--- src/rtl/wb_pkg.sv ---
// Shared definitions for the register-file write-back stage.
//   REG_ADDR_W / NUM_REGS : register-file geometry (32 x 32)
//   WB_DATA_W             : default data width of a write-back entry
//   wb_entry_t            : destination + data payload of one pending write
//   onehot32()            : destination index to one-hot write enable
package wb_pkg;

  localparam int unsigned REG_ADDR_W = 5;
  localparam int unsigned NUM_REGS   = 32;
  localparam int unsigned WB_DATA_W  = 32;

  typedef struct packed {
    logic [REG_ADDR_W-1:0] dest;
    logic [WB_DATA_W-1:0]  data;
  } wb_entry_t;

  function automatic logic [NUM_REGS-1:0] onehot32(input logic [REG_ADDR_W-1:0] dest);
    return NUM_REGS'(1) << dest;
  endfunction

endpackage

--- src/rtl/wb_fifo.sv ---
// In-order circular buffer of pending writes.
//   push / push_entry : write one entry at the tail (caller never pushes when full)
//   pop               : drop the head entry (caller never pops when empty)
//   head              : oldest entry
//   count             : occupancy, 0..DEPTH
//   age_view          : all slots, slot 0 = oldest, for Busy/bypass scanning
//   age_valid         : bit i set when age_view slot i holds a live entry
// DEPTH must be a power of two so the pointers wrap by natural overflow.
module wb_fifo #(
  parameter int unsigned DEPTH = 2,
  parameter int unsigned EW    = 37,
  localparam int unsigned PTR_W = (DEPTH > 1) ? $clog2(DEPTH) : 1,
  localparam int unsigned CNT_W = $clog2(DEPTH + 1)
) (
  input  logic                clk,
  input  logic                rst_n,
  input  logic                push,
  input  logic [EW-1:0]       push_entry,
  input  logic                pop,
  output logic [EW-1:0]       head,
  output logic [CNT_W-1:0]    count,
  output logic [DEPTH*EW-1:0] age_view,
  output logic [DEPTH-1:0]    age_valid
);

  logic [EW-1:0]    mem [DEPTH];
  logic [PTR_W-1:0] wr_ptr;
  logic [PTR_W-1:0] rd_ptr;

  // Storage, pointers and occupancy
  always_ff @(posedge clk or negedge rst_n) begin
    if (!rst_n) begin
      for (int i = 0; i < int'(DEPTH); i++) mem[i] <= '0;
      wr_ptr <= '0;
      rd_ptr <= '0;
      count  <= '0;
    end else begin
      if (push) begin
        mem[wr_ptr] <= push_entry;
        wr_ptr      <= wr_ptr + PTR_W'(1);
      end
      if (pop) rd_ptr <= rd_ptr + PTR_W'(1);
      case ({push, pop})
        2'b10:   count <= count + CNT_W'(1);
        2'b01:   count <= count - CNT_W'(1);
        default: count <= count;
      endcase
    end
  end

  assign head = mem[rd_ptr];

  // Age-ordered view: slot i is the i-th oldest entry
  for (genvar i = 0; i < int'(DEPTH); i++) begin : g_age
    assign age_view[i*EW +: EW] = mem[PTR_W'(rd_ptr + PTR_W'(i))];
    assign age_valid[i]         = CNT_W'(i) < count;
  end

endmodule

--- src/rtl/reg_writeback.sv ---
// Write-back stage feeding the 32x32 register file.
//   clk, rst_n                 : clock, asynchronous active-low reset
//   alu_valid/ready/dest/data  : ALU result handshake
//   mem_valid/ready/dest/data  : load result handshake (wins over ALU)
//   hold                       : suppress the FIFO pop this cycle
//   data_in, en                : registered register-file write data / one-hot enable
//   busy                       : pending-write scoreboard per register
//   bypass_addr_x/hit_x/data_x : youngest in-flight data lookup (x = a, b)
// Optional feature macro: WB_BYPASS_EN enables the bypass lookup; without it
// the bypass outputs are tied to zero.
module reg_writeback
  import wb_pkg::*;
#(
  parameter int unsigned DEPTH = 2,
  parameter int unsigned WIDTH = 32
) (
  input  logic                  clk,
  input  logic                  rst_n,
  input  logic                  alu_valid,
  output logic                  alu_ready,
  input  logic [REG_ADDR_W-1:0] alu_dest,
  input  logic [WIDTH-1:0]      alu_data,
  input  logic                  mem_valid,
  output logic                  mem_ready,
  input  logic [REG_ADDR_W-1:0] mem_dest,
  input  logic [WIDTH-1:0]      mem_data,
  input  logic                  hold,
  output logic [WIDTH-1:0]      data_in,
  output logic [NUM_REGS-1:0]   en,
  output logic [NUM_REGS-1:0]   busy,
  input  logic [REG_ADDR_W-1:0] bypass_addr_a,
  input  logic [REG_ADDR_W-1:0] bypass_addr_b,
  output logic                  bypass_hit_a,
  output logic                  bypass_hit_b,
  output logic [WIDTH-1:0]      bypass_data_a,
  output logic [WIDTH-1:0]      bypass_data_b
);

  localparam int unsigned EW    = REG_ADDR_W + WIDTH;
  localparam int unsigned CNT_W = $clog2(DEPTH + 1);

  logic [CNT_W-1:0]      fifo_count;
  logic [EW-1:0]         head;
  logic [DEPTH*EW-1:0]   age_view;
  logic [DEPTH-1:0]      age_valid;
  logic                  full;
  logic                  empty;
  logic                  mem_fire;
  logic                  alu_fire;
  logic [REG_ADDR_W-1:0] sel_dest;
  logic [WIDTH-1:0]      sel_data;
  logic                  push;
  logic                  pop;

  assign full  = fifo_count == CNT_W'(DEPTH);
  assign empty = fifo_count == '0;

  // Mem has priority; Ready uses the pre-edge count, so no pass-through when full
  assign mem_ready = rst_n & ~full;
  assign alu_ready = mem_ready & ~mem_valid;
  assign mem_fire  = mem_valid & mem_ready;
  assign alu_fire  = alu_valid & alu_ready;
  assign sel_dest  = mem_fire ? mem_dest : alu_dest;
  assign sel_data  = mem_fire ? mem_data : alu_data;

  // Writes to r0 complete the handshake but never occupy the FIFO
  assign push = (mem_fire | alu_fire) & (sel_dest != '0);
  assign pop  = ~empty & ~hold;

  wb_fifo #(
    .DEPTH (DEPTH),
    .EW    (EW)
  ) u_fifo (
    .clk        (clk),
    .rst_n      (rst_n),
    .push       (push),
    .push_entry ({sel_dest, sel_data}),
    .pop        (pop),
    .head       (head),
    .count      (fifo_count),
    .age_view   (age_view),
    .age_valid  (age_valid)
  );

  // Output stage: one-cycle enable per retired entry, data holds otherwise
  always_ff @(posedge clk or negedge rst_n) begin
    if (!rst_n) begin
      en      <= '0;
      data_in <= '0;
    end else if (pop) begin
      en      <= onehot32(head[EW-1 -: REG_ADDR_W]);
      data_in <= head[WIDTH-1:0];
    end else begin
      en      <= '0;
    end
  end

  // Scoreboard: every live FIFO entry plus the write in the output stage
  always_comb begin
    busy = en;
    for (int i = 0; i < int'(DEPTH); i++) begin
      if (age_valid[i]) busy = busy | onehot32(age_view[i*EW + WIDTH +: REG_ADDR_W]);
    end
  end

`ifdef WB_BYPASS_EN
  // Returns {hit, data}; later (younger) matches override earlier ones
  function automatic logic [WIDTH:0] bypass_lookup(
    input logic [REG_ADDR_W-1:0] addr,
    input logic [NUM_REGS-1:0]   out_en,
    input logic [WIDTH-1:0]      out_data,
    input logic [DEPTH*EW-1:0]   view,
    input logic [DEPTH-1:0]      vld
  );
    logic             hit;
    logic [WIDTH-1:0] data;
    hit  = out_en[addr];
    data = out_en[addr] ? out_data : '0;
    for (int i = 0; i < int'(DEPTH); i++) begin
      if (vld[i] && (view[i*EW + WIDTH +: REG_ADDR_W] == addr)) begin
        hit  = 1'b1;
        data = view[i*EW +: WIDTH];
      end
    end
    if (addr == '0) begin
      hit  = 1'b0;
      data = '0;
    end
    return {hit, data};
  endfunction

  always_comb begin
    {bypass_hit_a, bypass_data_a} = bypass_lookup(bypass_addr_a, en, data_in, age_view, age_valid);
    {bypass_hit_b, bypass_data_b} = bypass_lookup(bypass_addr_b, en, data_in, age_view, age_valid);
  end
`else
  logic unused_bypass;
  assign unused_bypass = ^{bypass_addr_a, bypass_addr_b, age_view};
  assign bypass_hit_a  = 1'b0;
  assign bypass_hit_b  = 1'b0;
  assign bypass_data_a = '0;
  assign bypass_data_b = '0;
`endif

endmodule

--- config.mk ---
export PLATFORM = sky130hd
export DESIGN_NAME = reg_writeback
export DESIGN_NICKNAME = d
export VERILOG_FILES = /design/src/rtl/wb_pkg.sv /design/src/rtl/wb_fifo.sv /design/src/rtl/reg_writeback.sv
export SDC_FILE = /design/constraint.sdc
export NUM_CORES = 1
export LEC_CHECK = 0
export ABC_AREA = 1
export CORE_AREA = 2 2 136 125
export CTS_BUF_LIST = sky130_fd_sc_hd__clkbuf_8
export DETAILED_ROUTE_END_ITERATION = 8
export DIE_AREA = 0 0 138 127
export PLACE_DENSITY = 0.9
export SLEW_MARGIN = 20
export SYNTH_ARGS = -nofsm -noshare
export SYNTH_HDL_FRONTEND = slang
export SYNTH_SLANG_ARGS = --single-unit
--- constraint.sdc ---
create_clock -name clk -period 2.2 [get_ports clk]
set_input_delay 0.44 -clock clk [delete_from_list [all_inputs] [get_ports clk]]
set_output_delay 0.44 -clock clk [all_outputs]
set_load 0.01 [all_outputs]
==> results of run 1 <==
==> through the flow <==
step / power (W) / std cells / area, um^2 / setup TNS (ps) / setup slack [ps]
6_report: 0.0162 / 1457 / 11800 / -21370 / -354
5_1_grt: 0.0169 / 1457 / 11800 / -29480 / -457
4_1_cts: 0.0141 / 1434 / 10700 / -6200 / -223
3_5_place_dp: 0.0108 / 1389 / 9850 / -26300 / -368
3_3_place_gp: 0.0106 / 1389 / 9850 / -18800 / -355
2_1_floorplan: 0.00764 / 1047 / 7860 / 0 / 161
==> cells by family after synthesis <==
logic type | Yosys count | synth area share [%]
buffers and inverters | 199 | 14.3
AOI/OAI and AO/OA | 156 | 10.5
adders and majority gates | 4 | 0.657
and+or+nand+nor | 477 | 27.5
other | 1 | 0.0492
DFF | 142 | 46.6
xor gates and xnor gates | 3 | 0.345
==> path summary, 6_finish.rpt <==
kind / slack [ps] / from / end
max: -350 / u_fifo.rd_ptr / busy[22]
min: 360 / rst_n / u_fifo.mem[4]
max reg2reg: -220 / u_fifo.count[0] / u_fifo.mem[40]
min reg2reg: 480 / u_fifo.mem[26] / u_fifo.mem[26]
max in group asynchronous: 900 / rst_n / u_fifo.rd_ptr
min in group clk: 480 / u_fifo.mem[26] / u_fifo.mem[26]
==> synthesized netlist by cell type, types with 2 or more instances <==
library cell	instances	share of area, %
a21oi_1	28	1.8
buf_1	4	0.20
buf_2	15	0.99
buf_4	71	7.0
buf_6	8	1.2
clkbuf_1	32	1.6
dfrtp_1	142	47
ha_1	4	0.66
inv_1	66	3.3
inv_2	2	0.099
nand2_1	296	15
nand3_1	5	0.33
nand3_4	3	0.69
nand4_1	78	6.4
nor2_1	62	3.1
nor2_2	2	0.16
nor3_1	19	1.2
nor4_1	10	0.82
o211ai_1	4	0.39
o21ai_0	119	7.8
o21ai_1	3	0.20
o21ai_2	2	0.23
xnor2_1	2	0.23
==> power breakdown <==
group          switching, W  internal, W  total [W]
logic               0.00560      0.00408    0.00968
clock network       0.00102      0.00108    0.00211
registers          0.000846      0.00360    0.00445
==> area by class of cell <==
cell class / count / area (um^2)
multi-input combinational: 706 / 4290
fill: 980 / 4200
sequential: 142 / 3550
timing repair buffer: 301 / 2990
inverter: 69 / 282
clock buffer: 20 / 275
tap: 207 / 259
clock inverter: 12 / 120
==> layer usage <==
| layer | vias up | GRT usage (%) | share of wire, % |
|---|---|---|---|
| met5 | - | 0 | 0 |
| met4 | 0 | 14.5 | 5.9 |
| met3 | 148 | 6.71 | 9.6 |
| met2 | 601 | 48.9 | 51 |
| met1 | 3945 | 30.0 | 34 |
| li1 | 3609 | - | - |
==> sequential cells by signal, summed over array words and instances, names as in the netlist <==
name and cells:
data_in 32, en 32, u_fifo.count 2, u_fifo.mem 74, u_fifo.rd_ptr 1, u_fifo.wr_ptr 1
==> critical path, delay by kind of cell, from the launching register on <==
kind | cells | cell delay (ps)
AND/OR/NAND/NOR | 5 | 610
buffers and inverters | 3 | 420
flip-flops | 1 | 480
AO/OA/AOI/OAI | 1 | 140
==> timing repair <==
| action | 4_1_cts | 5_1_grt |
|---|---|---|
| hold endpoints to repair | 8 | 0 |
| pin swaps | 35 | 31 |
| resized for setup | 306 | 214 |
| hold buffers | 1 | 0 |
| setup endpoints to repair | 111 | 136 |
| cloned | 0 | 11 |
| setup buffers | 13 | 14 |
==> impl_metrics.env, run 1 <==
export IMPL_status="finished, violations left"
export IMPL_violations="negative setup slack"
export IMPL_crit_top_cell="nand2_4"
export IMPL_worst_slew_pin_transition_ps=672
export IMPL_drt_total_wl_mm=28.1
export IMPL_start_kind="flip-flop"
export IMPL_ant_nets=0
export IMPL_synthCells=982
export IMPL_dr_pass1_iters=7
export IMPL_die_w_um=138
export IMPL_num_vias=8303
export IMPL_antenna_found_initial=0
export IMPL_num_rows=44
export IMPL_reg2regPathDepth=17
export IMPL_final_util_pct=73.7
export IMPL_period_share_pct=116
export IMPL_cts_tree="built"
export IMPL_cp_slowest_cell="dfrtp_2"
export IMPL_ios=253
export IMPL_cp_arrival_ps=2110
export IMPL_path_clk_slew_ps=90
export IMPL_fmax_mhz=391
export IMPL_grtUsageTotal_pct=27.2
export IMPL_p_leak_nw=5.71
export IMPL_wl_per_cell_um=19.3
export IMPL_final_max_slew_violation_count=0
export IMPL_drt_iter0_drc=802
export IMPL_clock_skew_ps=12.7
export IMPL_synth_edff_count=0
export IMPL_min_period_ps=2550
export IMPL_whs_ps=365
export IMPL_setup_viol=111
export IMPL_path_max_fanout=8
export IMPL_io_buffers=176
export IMPL_start_util_pct=47.7
export IMPL_layout_common_cells="156 x nand2_1, 141 x dfrtp_1, 141 x clkdlybuf4s50_1, 90 x nand2_2, 89 x o21ai_0"
export IMPL_yosysUniqueCellTypes=28
export IMPL_die_h_um=127
export IMPL_path_class="flip-flop to primary output"
export IMPL_setup_slack_ps=-354
export IMPL_cts_num_sinks=142
export IMPL_path_cells="clkinv_4 > buf_6 > nand2_4 > nand2_4 > nand3_4 > nor2_4 > nand2_2 > o21ai_2 > buf_2"
export IMPL_antenna_cells=0
export IMPL_synth_ff_type="dfrtp_1"
export IMPL_grt_max_degree=66
export IMPL_hold_violations=0
export IMPL_syn_to_final_growth_pct=54.4
export IMPL_synth_seq_area_share_pct=46.6
export IMPL_fin_nets=1330
export IMPL_drc_errors=0
export IMPL_dieArea_mm2=0.0175
export IMPL_power_density_mw_per_mm2=1380
export IMPL_hp_class="input pin to async pin"
export IMPL_avgSynthCellArea_um2=7.76
export IMPL_cpPeakStageDelay_ps=480
export IMPL_htreeDepth=4
export IMPL_ys_async_sr_fraction_pct=100
export IMPL_relSlewSlack_pct=55.2
export IMPL_worstPathRequired_ps=1760
export IMPL_gp_congestion=0.907
export IMPL_cts_max_path_buffers=2
export IMPL_ctsRootBufferMaster="clkbuf_8"
export IMPL_core_area_mm2=0.0160
export IMPL_via_per_inst=5.70
export IMPL_grt_pass1_wl_mm=38.3
export IMPL_rsz0062_at_grt="yes"
export IMPL_overflow=0
export IMPL_max_cap_violations=0
export IMPL_dp_hpwl_mm=15.3
export IMPL_drive_gt1_share_pct=33.5
export IMPL_syn_area_mm2=0.00762
export IMPL_insertion_delay_ps=460
export IMPL_worst_setup_path_end_kind="primary output"
export IMPL_first_global_vias=7657
export IMPL_final_common_cell="nand2_1"
export IMPL_yosys_warnings=0
export IMPL_vdd_drop_max_mv=0.811
export IMPL_cts_made_buffers=17
export IMPL_ys_seq_elements=142
Power figures use the tool's default switching activity.
==> inputs of run 2 (changes only) <==
==> constraint.sdc (replaced) <==
create_clock -name clk -period 2.6 [get_ports clk]
set_input_delay 0.52 -clock clk [delete_from_list [all_inputs] [get_ports clk]]
set_output_delay 0.52 -clock clk [all_outputs]
set_load 0.01 [all_outputs]
==> run 2 against run 1 <==
Against the previous run: the run still ends with negative setup slack left; worst hold slack better by 110 ps; critical path depth down 1; clock power down 20%; routed wire length down 16%; first-iteration DRC count down 2.2%; sequential cell count unchanged; highest routed layer unchanged.
==> impl_metrics.env, run 2 (synthesis results as in run 1) <==
export IMPL_reg_top3="u_fifo.mem x74, data_in x32, en x32"
export IMPL_syn_to_final_growth_pct=36.7
export IMPL_hold_violations=0
export IMPL_antenna_cells=0
export IMPL_top_register="u_fifo.mem"
export IMPL_max_cap_violations=0
export IMPL_htreeDepth=4
export IMPL_cp_arrival_ps=2150
export IMPL_rsz0062_at_grt="yes"
export IMPL_num_rows=44
export IMPL_fin_nets=1275
export IMPL_grt_pass1_wl_mm=34.9
export IMPL_start_util_pct=47.7
export IMPL_start_kind="flip-flop"
export IMPL_final_common_cell="nand2_1"
export IMPL_whs_ps=473
export IMPL_path_clk_slew_ps=80
export IMPL_ctsRootBufferMaster="clkbuf_8"
export IMPL_worst_slew_pin_transition_ps=785
export IMPL_status="finished, violations left"
export IMPL_cts_tree="built"
export IMPL_power_density_mw_per_mm2=1130
export IMPL_hp_class="flip-flop to flip-flop"
export IMPL_first_global_vias=7190
export IMPL_path_max_fanout=6
export IMPL_setup_viol=19
export IMPL_drc_errors=0
export IMPL_ant_nets=0
export IMPL_ios=253
export IMPL_reg2reg_slack_ps=240
export IMPL_drive_gt1_share_pct=21.7
export IMPL_dieArea_mm2=0.0175
export IMPL_die_h_um=127
export IMPL_cts_num_sinks=142
export IMPL_min_period_ps=2670
export IMPL_worst_setup_path_end_kind="primary output"
export IMPL_p_leak_nw=5.18
export IMPL_cts_max_path_buffers=2
export IMPL_final_max_slew_violation_count=0
export IMPL_num_vias=7643
export IMPL_fin_area_mm2=0.0104
export IMPL_grtUsageTotal_pct=24.4
export IMPL_violations="negative setup slack"
export IMPL_clock_skew_ps=15.9
export IMPL_setup_slack_ps=-74.9
export IMPL_core_area_mm2=0.0160
export IMPL_insertion_delay_ps=460
export IMPL_via_per_inst=5.45
export IMPL_fmax_mhz=374
export IMPL_cts_made_buffers=17
export IMPL_antenna_found_initial=0
export IMPL_io_buffers=176
export IMPL_fill_cells=1254
export IMPL_place_area_mm2=0.00947
export IMPL_grt_max_degree=66
export IMPL_overflow=0
export IMPL_gp_congestion=0.915
export IMPL_dp_hpwl_mm=14.6
export IMPL_path_class="flip-flop to primary output"
export IMPL_relSlewSlack_pct=47.7
export IMPL_worstPathRequired_ps=2080
export IMPL_period_share_pct=103
export IMPL_drt_total_wl_mm=23.7
export IMPL_dr_pass1_iters=8
export IMPL_largest_register_ffs=74
export IMPL_die_w_um=138
export IMPL_vdd_drop_max_mv=0.623
export IMPL_drt_iter0_drc=784
export IMPL_layout_common_cells="259 x nand2_1, 143 x clkdlybuf4s50_1, 141 x dfrtp_1, 100 x o21ai_0, 78 x nand4_1"
export IMPL_wl_per_cell_um=16.9
## run 2: cell count changes in the layout (fill, tap and decap cells not counted), sizes merged, moves of 2 or more
cell	before	now
clkinv	5	9
clkinvlp	5	3
clkdlybuf4s50	141	143
clkbuf	29	17
inv	69	71
buf	150	102
## run 2: power by group
| part | switching, W | internal, W | total, W |
|---|---|---|---|
| clock | 0.000921 | 0.000767 | 0.00169 |
| combinational | 0.00406 | 0.00250 | 0.00656 |
| sequential | 0.000531 | 0.00304 | 0.00357 |
## run 2: path summary, 6_finish.rpt
| path | startpoint | end | depth (start not counted) |
|---|---|---|---|
| hold / removal | u_fifo.mem[41] | u_fifo.mem[41] | 2 |
| hold reg to reg | u_fifo.mem[41] | u_fifo.mem[41] | 2 |
| min in group asynchronous | rst_n | u_fifo.mem[66] | 2 |
| setup reg to reg | u_fifo.count[0] | u_fifo.count[1] | 11 |
| setup / recovery | u_fifo.rd_ptr | busy[13] | 8 |
| max in group asynchronous | rst_n | data_in[25] | 3 |
## run 2: routing by layer
layer	global-route usage [%]	vias to the layer above	wire [um]
met2	43.1	441	12100
met1	28.6	3624	8740
met4	11.5	0	1030
met3	5.40	94	1850
met5	0	-	0
li1	-	3484	-
## run 2: area by class of cell
cell class,instances,area (um^2),area share (%)
Multi-Input combinational cell,706,3710,35.6
Tap cell,207,259,2.49
Sequential cell,142,3550,34.1
Clock buffer,17,234,2.25
Inverter,69,277,2.65
Clock inverter,15,138,1.32
Timing Repair Buffer,246,2250,21.6
## run 2: worst max-delay path, cell delays in order, from the launching register on
cell,delay [ps]
dfrtp_2,490
buf_6,150
nand2_1,130
nand2_2,190
nand3_2,190
nor2_4,180
nand2_2,100
o21ai_2,130
buf_2,140
## run 2: what timing repair did
action,CTS,global route
pin swaps,7,39
endpoints found under the hold margin,8,0
buffers inserted,10,14
setup endpoints to repair,34,35
hold buffers,1,0
gates resized for setup,180,142
## run 2: metrics by stage
stage | cells | util, % | power (W) | setup WS [ps] | setup TNS (ps)
floorplan | 1047 | - | 0.00647 | 561 | 0
detailed placement | 1347 | 59.3 | 0.00869 | -5.36 | -5.36
global placement | 1347 | 59.3 | 0.00852 | 0.287 | 0
CTS | 1390 | 62.6 | 0.0107 | -51.7 | -305
finish | 1402 | 65.2 | 0.0118 | -74.9 | -775
global route | 1402 | 65.2 | 0.0125 | -193 | -3530
